===== src/rtl/tdc_sample_averager.sv =====
// Burst averager for the TDC thermometer code.
// A start edge captures 2**LOG2_AVG samples. Each sample is popcount-encoded
// and accumulated. The block then reports mean, min and max through valid/ack.
module tdc_sample_averager #(
  parameter int N_DELAY  = 32,
  parameter int LOG2_AVG = 3
) (
  input  logic                               clk,
  input  logic                               rst_n,
  input  logic [N_DELAY-1:0]                 time_count,
  input  logic                               start_req,
  input  logic                               result_ack,
  output logic                               busy,
  output logic                               result_valid,
  output logic [$clog2(N_DELAY+1)-1:0]       result_avg,
  output logic [$clog2(N_DELAY+1)-1:0]       result_min,
  output logic [$clog2(N_DELAY+1)-1:0]       result_max
);
  localparam int CW = $clog2(N_DELAY+1);
  localparam int AW = CW + LOG2_AVG;
  localparam int NS = 1 << LOG2_AVG;
  localparam logic [LOG2_AVG-1:0] SLAST = LOG2_AVG'(NS - 1);

  typedef enum logic [1:0] {IDLE, SAMPLE, DRAIN, DONE} state_t;

  state_t                state, state_nx;
  logic                  start_q, trigger;
  logic [N_DELAY-1:0]    in_q;
  logic [CW-1:0]         cnt_q;
  logic [1:0]            vld_pipe;   // [0]: in_q holds a burst sample, [1]: cnt_q does
  logic [LOG2_AVG-1:0]   scnt;
  logic                  dcnt;
  logic [AW-1:0]         sum_q, avg_full;
  logic [CW-1:0]         min_q, max_q;

  // Bubble-tolerant encoding: count of set taps, wherever they sit.
  function automatic logic [CW-1:0] popcount(input logic [N_DELAY-1:0] v);
    logic [CW-1:0] c;
    c = '0;
    for (int i = 0; i < N_DELAY; i++) c = c + CW'(v[i]);
    return c;
  endfunction

  assign trigger  = start_req & ~start_q;
  assign avg_full = sum_q >> LOG2_AVG;

  // State register
  always_ff @(posedge clk or negedge rst_n) begin
    if (!rst_n) state <= IDLE;
    else        state <= state_nx;
  end

  // Next-state logic; triggers are only seen in IDLE
  always_comb begin
    state_nx = state;
    case (state)
      IDLE:   if (trigger)                     state_nx = SAMPLE;
      SAMPLE: if (scnt == SLAST)               state_nx = DRAIN;
      DRAIN:  if (dcnt)                        state_nx = DONE;
      DONE:   if (result_valid && result_ack)  state_nx = IDLE;
      default:                                 state_nx = IDLE;
    endcase
  end

  // FSM outputs
  always_comb begin
    busy = (state != IDLE);
  end

  // Input sync stage, encoder stage and sample-valid pipeline
  always_ff @(posedge clk or negedge rst_n) begin
    if (!rst_n) begin
      start_q  <= 1'b0;
      in_q     <= '0;
      cnt_q    <= '0;
      vld_pipe <= '0;
    end else begin
      start_q  <= start_req;
      in_q     <= time_count;
      cnt_q    <= popcount(in_q);
      vld_pipe <= {vld_pipe[0], state == SAMPLE};
    end
  end

  // Sample counter and two-cycle drain counter
  always_ff @(posedge clk or negedge rst_n) begin
    if (!rst_n) begin
      scnt <= '0;
      dcnt <= 1'b0;
    end else begin
      if (state == IDLE && trigger) scnt <= '0;
      else if (state == SAMPLE)     scnt <= scnt + LOG2_AVG'(1);
      dcnt <= (state == DRAIN) ? ~dcnt : 1'b0;
    end
  end

  // Accumulate sum/min/max; cleared on an accepted trigger
  always_ff @(posedge clk or negedge rst_n) begin
    if (!rst_n) begin
      sum_q <= '0;
      min_q <= '0;
      max_q <= '0;
    end else if (state == IDLE && trigger) begin
      sum_q <= '0;
      min_q <= '1;
      max_q <= '0;
    end else if (vld_pipe[1]) begin
      sum_q <= sum_q + {{LOG2_AVG{1'b0}}, cnt_q};
      if (cnt_q < min_q) min_q <= cnt_q;
      if (cnt_q > max_q) max_q <= cnt_q;
    end
  end

  // Result registers: load once on entering DONE, drop valid on handshake
  always_ff @(posedge clk or negedge rst_n) begin
    if (!rst_n) begin
      result_valid <= 1'b0;
      result_avg   <= '0;
      result_min   <= '0;
      result_max   <= '0;
    end else if (state == DONE && !result_valid) begin
      result_valid <= 1'b1;
      result_avg   <= avg_full[CW-1:0];
      result_min   <= min_q;
      result_max   <= max_q;
    end else if (result_valid && result_ack) begin
      result_valid <= 1'b0;
    end
  end
endmodule


===== config.mk =====
export PLATFORM = sky130hd
export DESIGN_NAME = tdc_sample_averager
export DESIGN_NICKNAME = d
export VERILOG_FILES = /design/src/rtl/tdc_sample_averager.sv
export SDC_FILE = /design/constraint.sdc
export NUM_CORES = 1
export LEC_CHECK = 0
export BUFFER_PORTS_ARGS = -buffer_cell sky130_fd_sc_hd__buf_2
export CAP_MARGIN = 20
export CORE_AREA = 3 3 95 97
export DETAILED_ROUTE_END_ITERATION = 10
export DIE_AREA = 0 0 98 100
export PLACE_DENSITY = 0.75
export SLEW_MARGIN = 20
export SYNTH_ARGS = -nofsm -noshare
export SYNTH_HDL_FRONTEND = slang
export SYNTH_SLANG_ARGS = --single-unit

===== constraint.sdc =====
create_clock -name clk -period 4.5 [get_ports clk]
set_input_delay 0.225 -clock clk [delete_from_list [all_inputs] [get_ports clk]]
set_output_delay 0.225 -clock clk [all_outputs]
set_load 0.02 [all_outputs]

# After elaboration in Yosys (flattened, before gate mapping)
# Cells that the tools add are included.
dict set report word_totals {
  ff_bits 87
  wordCells 92
  in_bits 36
  output_inout_bits 20
}
dict set report op_classes {
  reduce_logical 14
  n_lt_le_gt_ge 2
  addsub 33
  muxes 18
  bitwise 3
  eq_ne 8
}
# operator count
set ops {}
lappend ops {{$add A6 B1 Y6} 26}
lappend ops {{$mux W6} 6}
lappend ops {{$mux W9} 2}
lappend ops {{$reduce_bool A2 Y1} 6}
lappend ops {{$add A9 B6 Y9} 1}
lappend ops {{$mux W2} 4}
lappend ops {{$ne A2 B2 Y1 const B} 4}
lappend ops {{$pmux W2 S4} 1}
lappend ops {{$add A5 B1 Y6} 1}
lappend ops {{$gt A6 B6 Y1} 1}
lappend ops {{$lt A6 B6 Y1} 1}
lappend ops {{$mux W3} 2}
lappend ops {{$add A4 B1 Y5} 1}
lappend ops {{$add A3 B1 Y4} 1}
lappend ops {{$eq A2 B2 Y1 const B} 2}
lappend ops {{$reduce_and A2 Y1} 2}
lappend ops {{$reduce_and A4 Y1} 1}
lappend ops {{$add A2 B1 Y3} 1}
lappend ops {{$add A3 B1 Y3 const B} 1}
lappend ops {{$eq A3 B3 Y1 const B} 1}
lappend ops {{$logic_and A1 B1 Y1} 3}
lappend ops {{$mux W1} 3}
lappend ops {{$add A1 B1 Y2} 1}
lappend ops {{$eq A2 B1 Y1 const B} 1}
lappend ops {{other kinds (4)} 5}

# Depth between registers and ports, before layout
# Gate-level depths: netlist (run 1).
dict set report logic_depth {
  ltp_word 31
  depth_mapped 15
  mapped_depth_nobuf 15
}

# Least setup slack after synthesis (run 1)
# No wires, ideal clock.
dict set report synth_path {
  kind {flip-flop to flip-flop}
  start {register in_q[17]}
  end {register cnt_q[4]}
  n_path_buf 0
  stages_incl_launch_ff 14
  synth_period_minus_slack_ns 4.439
  setup_time_ns 0.080
  path_slack_ns 0.061
  arrival_time_ns 4.359
  required_ns 4.420
  cell_sequence {dfrtp_1 -> fa_1 -> inv_1 -> fa_1 -> fa_1 -> fa_1 -> fa_1 -> fa_1 -> inv_1 -> ha_1 -> fa_1 -> a21o_1 -> a21oi_1 -> xnor2_1}
}
dict set report synth_via {
  elab_chain_len 15
}
# item line
set synth_rtl {}
lappend synth_rtl {{start, declared} 28} ;# logic [N_DELAY-1:0] in_q;
lappend synth_rtl {{start signal, assigned} 79} ;# in_q <= time_count;
lappend synth_rtl {{$add A6 B1 Y6 (15 in a row)} 40} ;# for (int i = 0; i < N_DELAY; i++) c = c + CW'(v[i]);
lappend synth_rtl {{end signal, assigned} 80} ;# cnt_q <= popcount(in_q);
lappend synth_rtl {{end, declared} 29} ;# logic [CW-1:0] cnt_q;
# No other way between the ends.
# A chain may end at the register's enable or synchronous reset.

# Worst setup path in the final report (run 1)
# Same ends and word-level chain as after synthesis.

==> results.json, run 1 <==
{
  "outcome": "complete, no violations",
  "critPathArrivalTime_ps": 4740,
  "worst_pin_slew_ps": 757.5,
  "die_y_um": 100,
  "cap_viol_max_count": 0,
  "design_area_um2": 5244,
  "tritoncts": "yes",
  "synthCells": 365,
  "synth-main-ff-cell": "dfrtp_1",
  "drt_iter0_drc": 103,
  "cp-start-kind": "flop",
  "crit_path_cell_trace": "fa_1 -> inv_1 -> fa_1 -> fa_1 -> fa_1 -> fa_1 -> fa_1 -> inv_2 -> ha_4 -> fa_2 -> a21o_1 -> a21oi_2 -> xnor2_1",
  "num-nets-final": 553,
  "crit_buf_inv": 2,
  "post_drt_via_cell_ratio": 4.902,
  "setup_tns_ps": 0,
  "setup_violations": 0,
  "slowest_stage": "fa_1",
  "power.density_nw_per_um2": 717.3,
  "antenna_found_initial": 0,
  "fmax_mhz": 224.6,
  "synth_edf_count": 0,
  "worstSetupEndpointType": "flop",
  "utilization_pct": 63.82,
  "gr-total-overflow": 0,
  "power_leakage_nw": 2.648,
  "p_total_mw": 3.762,
  "fillers": 646,
  "wl_per_cell_um": 13.03,
  "synth_nets": 456,
  "syn_avg_cell_area_um2": 11.74,
  "synth_seq_cells": 87,
  "synth_top_area_share_pct": 50.82,
  "clk_path_buf_depth": 2,
  "vdd_ir_drop_max_mv": 0.3317,
  "hold_class": "in -> reg",
  "placed_cell_area_um2": 4696,
  "ys_async_sr_fraction_pct": 100.0,
  "netlist_top_cells_area": "dfrtp_1, fa_1, ha_1, inv_1, mux2i_1",
  "hold_viol_final": 0,
  "dp_hpwl_mm": 4.942,
  "clock_latency_ps": 360,
  "cp_top_family": "adder cells",
  "rsz0062_at_grt": "true",
  "cp.required_ps": 4780,
  "initial_core_util_pct": 52.14,
  "grt_use_total_pct": 17.44,
  "num_antenna_cells": 0,
  "drive_gt1_share_pct": 19.70,
  "timing.final.crit_share_pct": 98.93,
  "place_ws_ps": -94.74,
  "clock-sinks": 87,
  "worstSetupPathType": "reg -> reg",
  "worst_slack_ps": 48.02,
  "holdWs_ps": 112.0,
  "syn_area_um2": 4284,
  "port_buffers": 55,
  "synth-warning-count": 0,
  "yosys.area.top_type": "dfrtp_1",
  "fin_worst_skew_ps": 11.15,
  "pin_count": 56,
  "drc_errors": 0,
  "synth_common_cells": "dfrtp_1, inv_1, ha_1, fa_1, nor2_1",
  "vias": 2804,
  "max_stage_delay_ps": 530,
  "area_growth_syn_to_layout_pct": 22.40,
  "max_slew_margin_pct": 49.50,
  "root_buffer": "clkbuf_8",
  "synthDistinctLibCells": 38,
  "crit_fanout": 2,
  "stdcell_count": 572,
  "die_area_um2": 9800,
  "synth.yosys.seq_area_share_pct": 50.82,
  "grt_max_degree": 88,
  "critPathMostFrequentCell": "fa_1",
  "gp_congestion": 0.8063,
  "path_clk_slew_ps": 100,
  "num_rows": 33,
  "drv_slew": 0,
  "min_period_ps": 4452,
  "fp.coreArea_um2": 8217,
  "htreeDepth": 3,
  "placedCellCount": 522,
  "grt_pass1_wl_mm": 13.54,
  "synth_most_common_cell": "dfrtp_1",
  "dr.pass1.iters": 4,
  "grt_pass1_vias": 2974,
  "numCtsBuffers": 9,
  "die_x_um": 98,
  "wirelength_mm": 7.451,
  "ant_nets": 0
}
report_power, final:
group | switching (mW) | total (mW) | internal [mW]
clock network | 0.294 | 0.504 | 0.210
logic | 1.08 | 2.04 | 0.958
registers | 0.178 | 1.21 | 1.04
worst paths after layout:
kind | startpoint | endpoint | slack (ps) | depth (start not counted)
setup reg to reg | in_q[17] | cnt_q[4] | 50 | 13
min in group asynchronous | rst_n | in_q[7] | 480 | 2
hold / removal | result_ack | result_valid | 110 | 3
setup / recovery | in_q[17] | cnt_q[4] | 50 | 13
hold reg to reg | vld_pipe[0] | vld_pipe[1] | 360 | 0
max in group asynchronous | rst_n | result_avg[0] | 3510 | 2
layout make-up:
cell class	count	area, µm²	area share, %
repair buffers	93	651.9	12.43
well taps	105	131.4	2.505
flip-flops and latches	87	2177	41.52
multi-input cells	205	1854	35.36
inverters	66	247.7	4.724
clock buffers	10	127.6	2.434
clock inverters	6	53.80	1.026
metal layers:
| metal | track usage [%] | wire length, µm | part of all wire [%] | vias up |
|---|---|---|---|---|
| li1 | - | - | - | 1374 |
| met5 | 0 | 0 | 0 | - |
| met2 | 29.53 | 3831 | 51 | 74 |
| met4 | 6.390 | 117 | 1.6 | 0 |
| met1 | 21.70 | 3176 | 43 | 1346 |
| met3 | 4.587 | 326 | 4.4 | 10 |
flip-flops by register name, summed over array words and instances, names as in the netlist:
name / count
vld_pipe: 2
cnt_q: 6
start_q: 1
result_valid: 1
result_min: 6
max_q: 6
sum_q: 9
min_q: 6
result_max: 6
result_avg: 6
state: 2
dcnt: 1
in_q: 32
scnt: 3
logic make-up (layout without fill, tap and decap cells):
| group | Yosys count | after routing | synth area share, % |
|---|---|---|---|
| flip-flops | 87 | 87 | 50.82 |
| XOR/XNOR | 8 | 8 | 1.636 |
| adder cells (fa/ha/maj) | 55 | 55 | 20.44 |
| AO/OA/AOI/OAI | 60 | 60 | 9.229 |
| buffers and inverters | 73 | 175 | 6.425 |
| AND/OR/NAND/NOR | 63 | 63 | 6.805 |
| multiplexers | 19 | 19 | 4.644 |
tightest hold or removal path: stages:
cell and delay, ps:
buf_2 70, nand2_1 50, o21a_1 90
cells in the final DEF (no fill, tap or decap), drive strengths merged, types with 2 or more instances in the layout:
| cell type | Yosys | final |
|---|---|---|
| o21ai | 19 | 19 |
| a21oi | 14 | 14 |
| buf | 2 | 59 |
| clkinv | 0 | 2 |
| nor2 | 23 | 23 |
| o22ai | 5 | 5 |
| nor3 | 8 | 8 |
| o31a | 2 | 2 |
| dfrtp | 87 | 87 |
| xor2 | 3 | 3 |
| inv | 66 | 69 |
| o21a | 5 | 5 |
| mux2 | 7 | 7 |
| a21o | 4 | 4 |
| or2 | 2 | 2 |
| clkbuf | 5 | 10 |
| nand2b | 6 | 6 |
| ha | 30 | 30 |
| nand2 | 16 | 16 |
| fa | 25 | 25 |
| mux2i | 12 | 12 |
| nor2b | 3 | 3 |
| xnor2 | 5 | 5 |
| a211oi | 3 | 3 |
| a21boi | 2 | 2 |
| dlygate4sd3 | 0 | 34 |
repair_timing:
item | in CTS | in global routing
hold endpoints to repair | 33 | 87
setup buffers | 0 | 0
gates resized for setup | 4 | 3
hold buffers | 33 | 1
endpoints found under the setup margin | 3 | 3
pin swaps | 7 | 6
(Power assumes the default switching activity.)
==> run 2, diff against run 1 <==
- PLACE_DENSITY: 0.75 -> 0.87
==> run 2 against run 1 <==
Clock power increased by 30%. Maximum frequency decreased by 0.25%. Routed wire length increased by 10%. Cell count decreased by 0.17%. Core utilization increased by 0.81 points. Combinational power increased by 6%. Worst hold slack improved by 3.6 ps. Register-to-register slack about the same. Critical endpoint unchanged. Largest cell class unchanged. Largest power group unchanged.
==> results.json, run 2 (same netlist as run 1, synthesis figures left out) <==
{
  "power_leakage_nw": 2.675,
  "num_rows": 33,
  "outcome": "complete, no violations",
  "largest_registers": "in_q: 32 flops, sum_q: 9 flops",
  "slowest_stage": "fa_1",
  "cp.required_ps": 4770,
  "worstSetupEndpointType": "flop",
  "grt_use_total_pct": 18.61,
  "pin_count": 56,
  "max_flop_register": "in_q",
  "layout_common_cells": "dfrtp_1, inv_1, buf_2",
  "cap_viol_max_count": 0,
  "die_x_um": 98,
  "fin_worst_skew_ps": 11.66,
  "hold_class": "in -> reg",
  "hold_viol_final": 0,
  "dp_hpwl_mm": 5.413,
  "utilization_pct": 64.63,
  "cp-start-kind": "flop",
  "port_buffers": 55,
  "gp_congestion": 0.8177,
  "root_buffer": "clkbuf_8",
  "initial_core_util_pct": 52.14,
  "tritoncts": "yes",
  "drv_slew": 0,
  "cts_setup_buffers": 0,
  "clock-sinks": 87,
  "ant_nets": 0,
  "max_slew_margin_pct": 49.87,
  "fmax_mhz": 224.1,
  "max_stage_delay_ps": 570,
  "gr-total-overflow": 0,
  "fp.coreArea_um2": 8217,
  "cp_top_family": "adder cells",
  "htreeDepth": 3,
  "area_growth_syn_to_layout_pct": 23.95,
  "dr.pass1.iters": 5,
  "worst_pin_slew_ps": 752.0,
  "vias": 2855,
  "rsz0062_at_grt": "true",
  "vdd_ir_drop_max_mv": 0.4761,
  "clk_path_buf_depth": 2,
  "crit_fanout": 2,
  "critPathArrivalTime_ps": 4740,
  "grt_pass1_wl_mm": 14.41,
  "wirelength_mm": 8.201,
  "min_period_ps": 4463,
  "drc_errors": 0,
  "clock_latency_ps": 360,
  "post_drt_via_cell_ratio": 5.000,
  "fillers": 612,
  "setup_violations": 0,
  "grt_pass1_vias": 3217,
  "worstSetupPathType": "reg -> reg",
  "crit_buf_inv": 2,
  "critPathMostFrequentCell": "fa_1",
  "num_antenna_cells": 0,
  "die_area_um2": 9800,
  "timing.final.crit_share_pct": 99.18,
  "power.density_nw_per_um2": 760.7,
  "drt_iter0_drc": 122,
  "holdWs_ps": 115.6,
  "grt_max_degree": 88,
  "num-nets-final": 553,
  "wl_per_cell_um": 14.36,
  "layout.cells.most_common": "dfrtp_1",
  "drive_gt1_share_pct": 20.60,
  "path_clk_slew_ps": 90,
  "numCtsBuffers": 9,
  "die_y_um": 100,
  "crit_path_cell_trace": "fa_1 -> inv_2 -> fa_2 -> fa_1 -> fa_1 -> fa_1 -> fa_1 -> inv_1 -> ha_2 -> fa_2 -> a21o_1 -> a21oi_2 -> xnor2_1",
  "largest_reg_flops": 32,
  "antenna_found_initial": 0
}
run 2: cell types whose count changed in the layout (fill, tap and decap cells not counted), moves of 2 or more:
cell | previous run | this run
bufinv_16 | 0 | 3
inv_1 | 64 | 62
inv_2 | 2 | 4
inv_6 | 2 | 0
run 2: stage by stage:
stage | setup WS [ps] | instance area, µm² | total power, mW | TNS, ps | cells
2_1_floorplan | 60.77 | 4284 | 2.692 | 0 | 365
3_3_place_gp | 11.49 | 4696 | 3.087 | 0 | 522
3_5_place_dp | -112.3 | 4696 | 3.244 | -295.3 | 522
4_1_cts | -65.55 | 5284 | 4.016 | -171.1 | 570
5_1_grt | -65.69 | 5310 | 4.407 | -118.6 | 571
6_report | 36.98 | 5310 | 4.039 | 0 | 571
run 2: layout make-up:
class	instances	area [µm²]	area share, %
flip-flops and latches	87	2177	41.00
multi-input cells	205	1859	35.01
repair buffers	93	651.9	12.28
inverters	66	247.7	4.665
well taps	105	131.4	2.474
clock buffers	9	123.9	2.333
clock inverters	6	118.9	2.238
run 2: per-layer routing:
layer / track usage (%) / wire length [µm] / vias to the layer above / part of all wire (%)
met4: 7.561 / 128 / 0 / 1.6
met2: 34.66 / 4541 / 69 / 55
li1: - / - / 1366 / -
met5: 0 / 0 / - / 0
met1: 20.60 / 3147 / 1403 / 38
met3: 4.100 / 383 / 17 / 4.7
run 2: path summary, 6_finish.rpt:
kind,startpoint,to,slack [ps],cells past startpoint
worst max register to register,in_q[17],cnt_q[4],40,13
worst min-delay path,result_ack,result_valid,120,3
max in group asynchronous,rst_n,result_max[4],3530,2
worst max-delay path,in_q[17],cnt_q[4],40,13
min in group asynchronous,rst_n,in_q[0],480,2
worst min register to register,vld_pipe[0],vld_pipe[1],370,0
run 2: report_power, final:
part / switching [mW] / internal, mW / total (mW) / leakage [nW]
Combinational: 1.18 / 0.988 / 2.16 / 1.49
Sequential: 0.182 / 1.04 / 1.22 / 1.06
Clock: 0.285 / 0.371 / 0.657 / 0.121
Total: 1.64 / 2.40 / 4.04 / 2.68
run 2: what timing repair did:
action,in CTS,in global routing
hold buffers,33,1
setup endpoints to repair,3,4
pin swaps,12,11
resized for setup,8,2
endpoints found under the hold margin,33,73
run 2: worst min-delay path: cells and delay by family:
kind,cells,cell delay [ps]
AOI/OAI and AO/OA,1,90
buffers and inverters,1,80
and+or+nand+nor,1,50
==> run 3, diff against run 2 <==
- ABC_AREA: default -> 1
- CORE_AREA: 3 3 95 97 -> 3 3 96 98
- CTS_BUF_LIST: default -> sky130_fd_sc_hd__clkbuf_16
- DIE_AREA: 0 0 98 100 -> 0 0 99 101
==> run 3 against run 2 <==
The flow now finishes with violations (hold timing). Clock power rose by 13%. Worst hold slack got worse by 190 ps. Cell count rose by 12%. Combinational power fell by 11%. Worst setup slack improved by 73 ps. Global-route usage rose by 0.50 points. Maximum frequency rose by 1.7%. Non-clock buffer count fell by 5. Register-to-register slack improved by 70 ps. Sequential cell count did not move. Clock skew fell by 5.8 ps. Critical endpoint unchanged. Largest power group unchanged. Highest routed layer unchanged.
==> results.json, run 3 <==
{
  "dr.pass1.iters": 4,
  "synth_edf_count": 0,
  "outcome": "finished with violations",
  "critPathArrivalTime_ps": 4610,
  "path_clk_slew_ps": 60,
  "ant_nets": 0,
  "port_buffers": 55,
  "fp.coreArea_um2": 8551,
  "initial_core_util_pct": 51.43,
  "setup_tns_ps": 0,
  "cp_top_family": "adder cells",
  "tritoncts": "yes",
  "largest_registers": "in_q: 32 flops, sum_q: 9 flops",
  "numCtsBuffers": 9,
  "grt_max_degree": 88,
  "grt_pass1_wl_mm": 15.08,
  "min_period_ps": 4390,
  "vdd_ir_drop_max_mv": 0.3501,
  "clock_latency_ps": 330,
  "synth_common_cells": "inv_1, dfrtp_1, nand2_1, ha_1, nand3_1",
  "hold_viol_final": 87,
  "max_flop_register": "in_q",
  "fin_worst_skew_ps": 5.868,
  "max_stage_delay_ps": 560,
  "syn_area_um2": 4398,
  "max_slew_margin_pct": 38.71,
  "drt_iter0_drc": 115,
  "dp_hpwl_mm": 5.835,
  "wl_per_cell_um": 13.37,
  "hold_class": "in -> async",
  "gr-total-overflow": 0,
  "drc_errors": 0,
  "timing.final.crit_share_pct": 97.56,
  "place_ws_ps": -23.58,
  "crit_path_cell_trace": "inv_1 -> fa_1 -> fa_1 -> fa_1 -> fa_1 -> fa_1 -> fa_1 -> inv_2 -> ha_4 -> fa_2 -> nand3_1 -> nand3_1 -> xor2_1",
  "synthDistinctLibCells": 28,
  "die_area_um2": 9999,
  "utilization_pct": 63.43,
  "worstSetupEndpointType": "flop",
  "root_buffer": "clkbuf_16",
  "vias": 3127,
  "clock-sinks": 87,
  "cp-start-kind": "flop",
  "cp.required_ps": 4720,
  "cap_viol_max_count": 0,
  "num_antenna_cells": 0,
  "slowest_stage": "fa_1",
  "gp_congestion": 0.8916,
  "grt_pass1_vias": 3400,
  "crit_buf_inv": 2,
  "critPathMostFrequentCell": "fa_1",
  "power.density_nw_per_um2": 707.9,
  "synth_most_common_cell": "inv_1",
  "crit_fanout": 2,
  "post_drt_via_cell_ratio": 4.871,
  "synth_seq_cells": 87,
  "num-nets-final": 621,
  "num_rows": 34,
  "holdWs_ps": -71.89,
  "worst_slack_ps": 109.9,
  "wirelength_mm": 8.582,
  "netlist_top_cells_area": "dfrtp_1, fa_1, ha_1, inv_1, nand2_1",
  "htreeDepth": 3,
  "drive_gt1_share_pct": 17.04,
  "synth_nets": 527,
  "setup_violations": 0,
  "antenna_found_initial": 0,
  "worstSetupPathType": "reg -> reg",
  "layout.cells.most_common": "inv_1",
  "yosys.area.top_type": "dfrtp_1",
  "synth-main-ff-cell": "dfrtp_1",
  "ys_async_sr_fraction_pct": 100.0,
  "power_leakage_nw": 2.941,
  "syn_avg_cell_area_um2": 10.09,
  "area_growth_syn_to_layout_pct": 23.33,
  "die_x_um": 99,
  "drv_slew": 0,
  "synth-warning-count": 0,
  "fillers": 648,
  "clk_path_buf_depth": 2,
  "synth_top_area_share_pct": 49.50,
  "largest_reg_flops": 32,
  "pin_count": 56,
  "layout_common_cells": "inv_1, dfrtp_1, nand2_1",
  "violations": "hold timing",
  "synth.yosys.seq_area_share_pct": 49.50,
  "worst_pin_slew_ps": 917.1,
  "fmax_mhz": 227.8,
  "die_y_um": 101,
  "grt_use_total_pct": 19.11,
  "synthCells": 436,
  "rsz0062_at_grt": "true"
}
[run 3: cell count changes in the layout (fill, tap and decap cells not counted), moves of 4 or more]
cell,change
nand3_1,+27
nand2_1,+70
nand2b_1,-5
nand4_1,+7
inv_1,+33
a21o_1,-4
mux2i_1,-12
nor2_1,-10
clkbuf_16,+9
o21a_1,-4
nor3_1,-8
clkbuf_8,-9
[run 3: through the flow]
stage	area, µm²	hold slack [ps]	power (mW)	instances
after floorplan	4398	-70.59	2.555	436
after global placement	4782	332.8	2.872	594
after detailed placement	4782	334.3	3.030	594
after CTS	5390	2.979	3.834	640
after global routing	5424	9.202	4.204	642
final	5424	-71.89	3.840	642
[run 3: logic make-up after synthesis]
| group | share of synthesized area (%) |
|---|---|
| and+or+nand+nor | 14.22 |
| buffers and inverters | 9.189 |
| muxes | 1.536 |
| DFF | 49.50 |
| xor gates and xnor gates | 1.394 |
| AOI/OAI and AO/OA | 4.239 |
| adders and majority gates | 19.91 |
[run 3: path summary, 6_finish.rpt]
check | slack [ps] | end | start | depth (start not counted)
max in group asynchronous | 4040 | in_q[27] | rst_n | 1
worst min register to register | 340 | vld_pipe[1] | vld_pipe[0] | 0
worst max-delay path | 110 | cnt_q[4] | in_q[9] | 13
min in group clk | 70 | start_q | start_req | 1
worst max register to register | 110 | cnt_q[4] | in_q[9] | 13
worst min-delay path | -70 | result_avg[1] | rst_n | 1
[run 3: layout make-up]
class	count	area (µm²)	area share (%)
clock buffer	9	225.2	4.152
clock inverter	6	70.07	1.292
inverter	100	375.4	6.920
multi-input combinational	244	1832	33.77
sequential	87	2177	40.14
tap	108	135.1	2.491
timing repair buffer	88	609.3	11.23
[run 3: power breakdown]
| part | total [mW] | switching [mW] | internal [mW] |
|---|---|---|---|
| registers | 1.17 | 0.158 | 1.01 |
| clock network | 0.742 | 0.311 | 0.431 |
| logic | 1.93 | 1.15 | 0.780 |
[run 3: per-layer routing]
layer	vias to the layer above	wire length (µm)	track usage, %	share of wire [%]
li1	1528	-	-	-
met1	1497	3263	21.41	38
met2	94	4790	35.59	56
met3	8	431	4.360	5.0
met4	0	97	6.618	1.1
met5	-	0	0	0
[run 3: repair_timing]
item                       CTS  global route
buffers inserted             0             1
hold endpoints to repair    31             1
hold buffers                31             1
pin swaps                    0             9
resized for setup            1             4
setup endpoints to repair    1             3
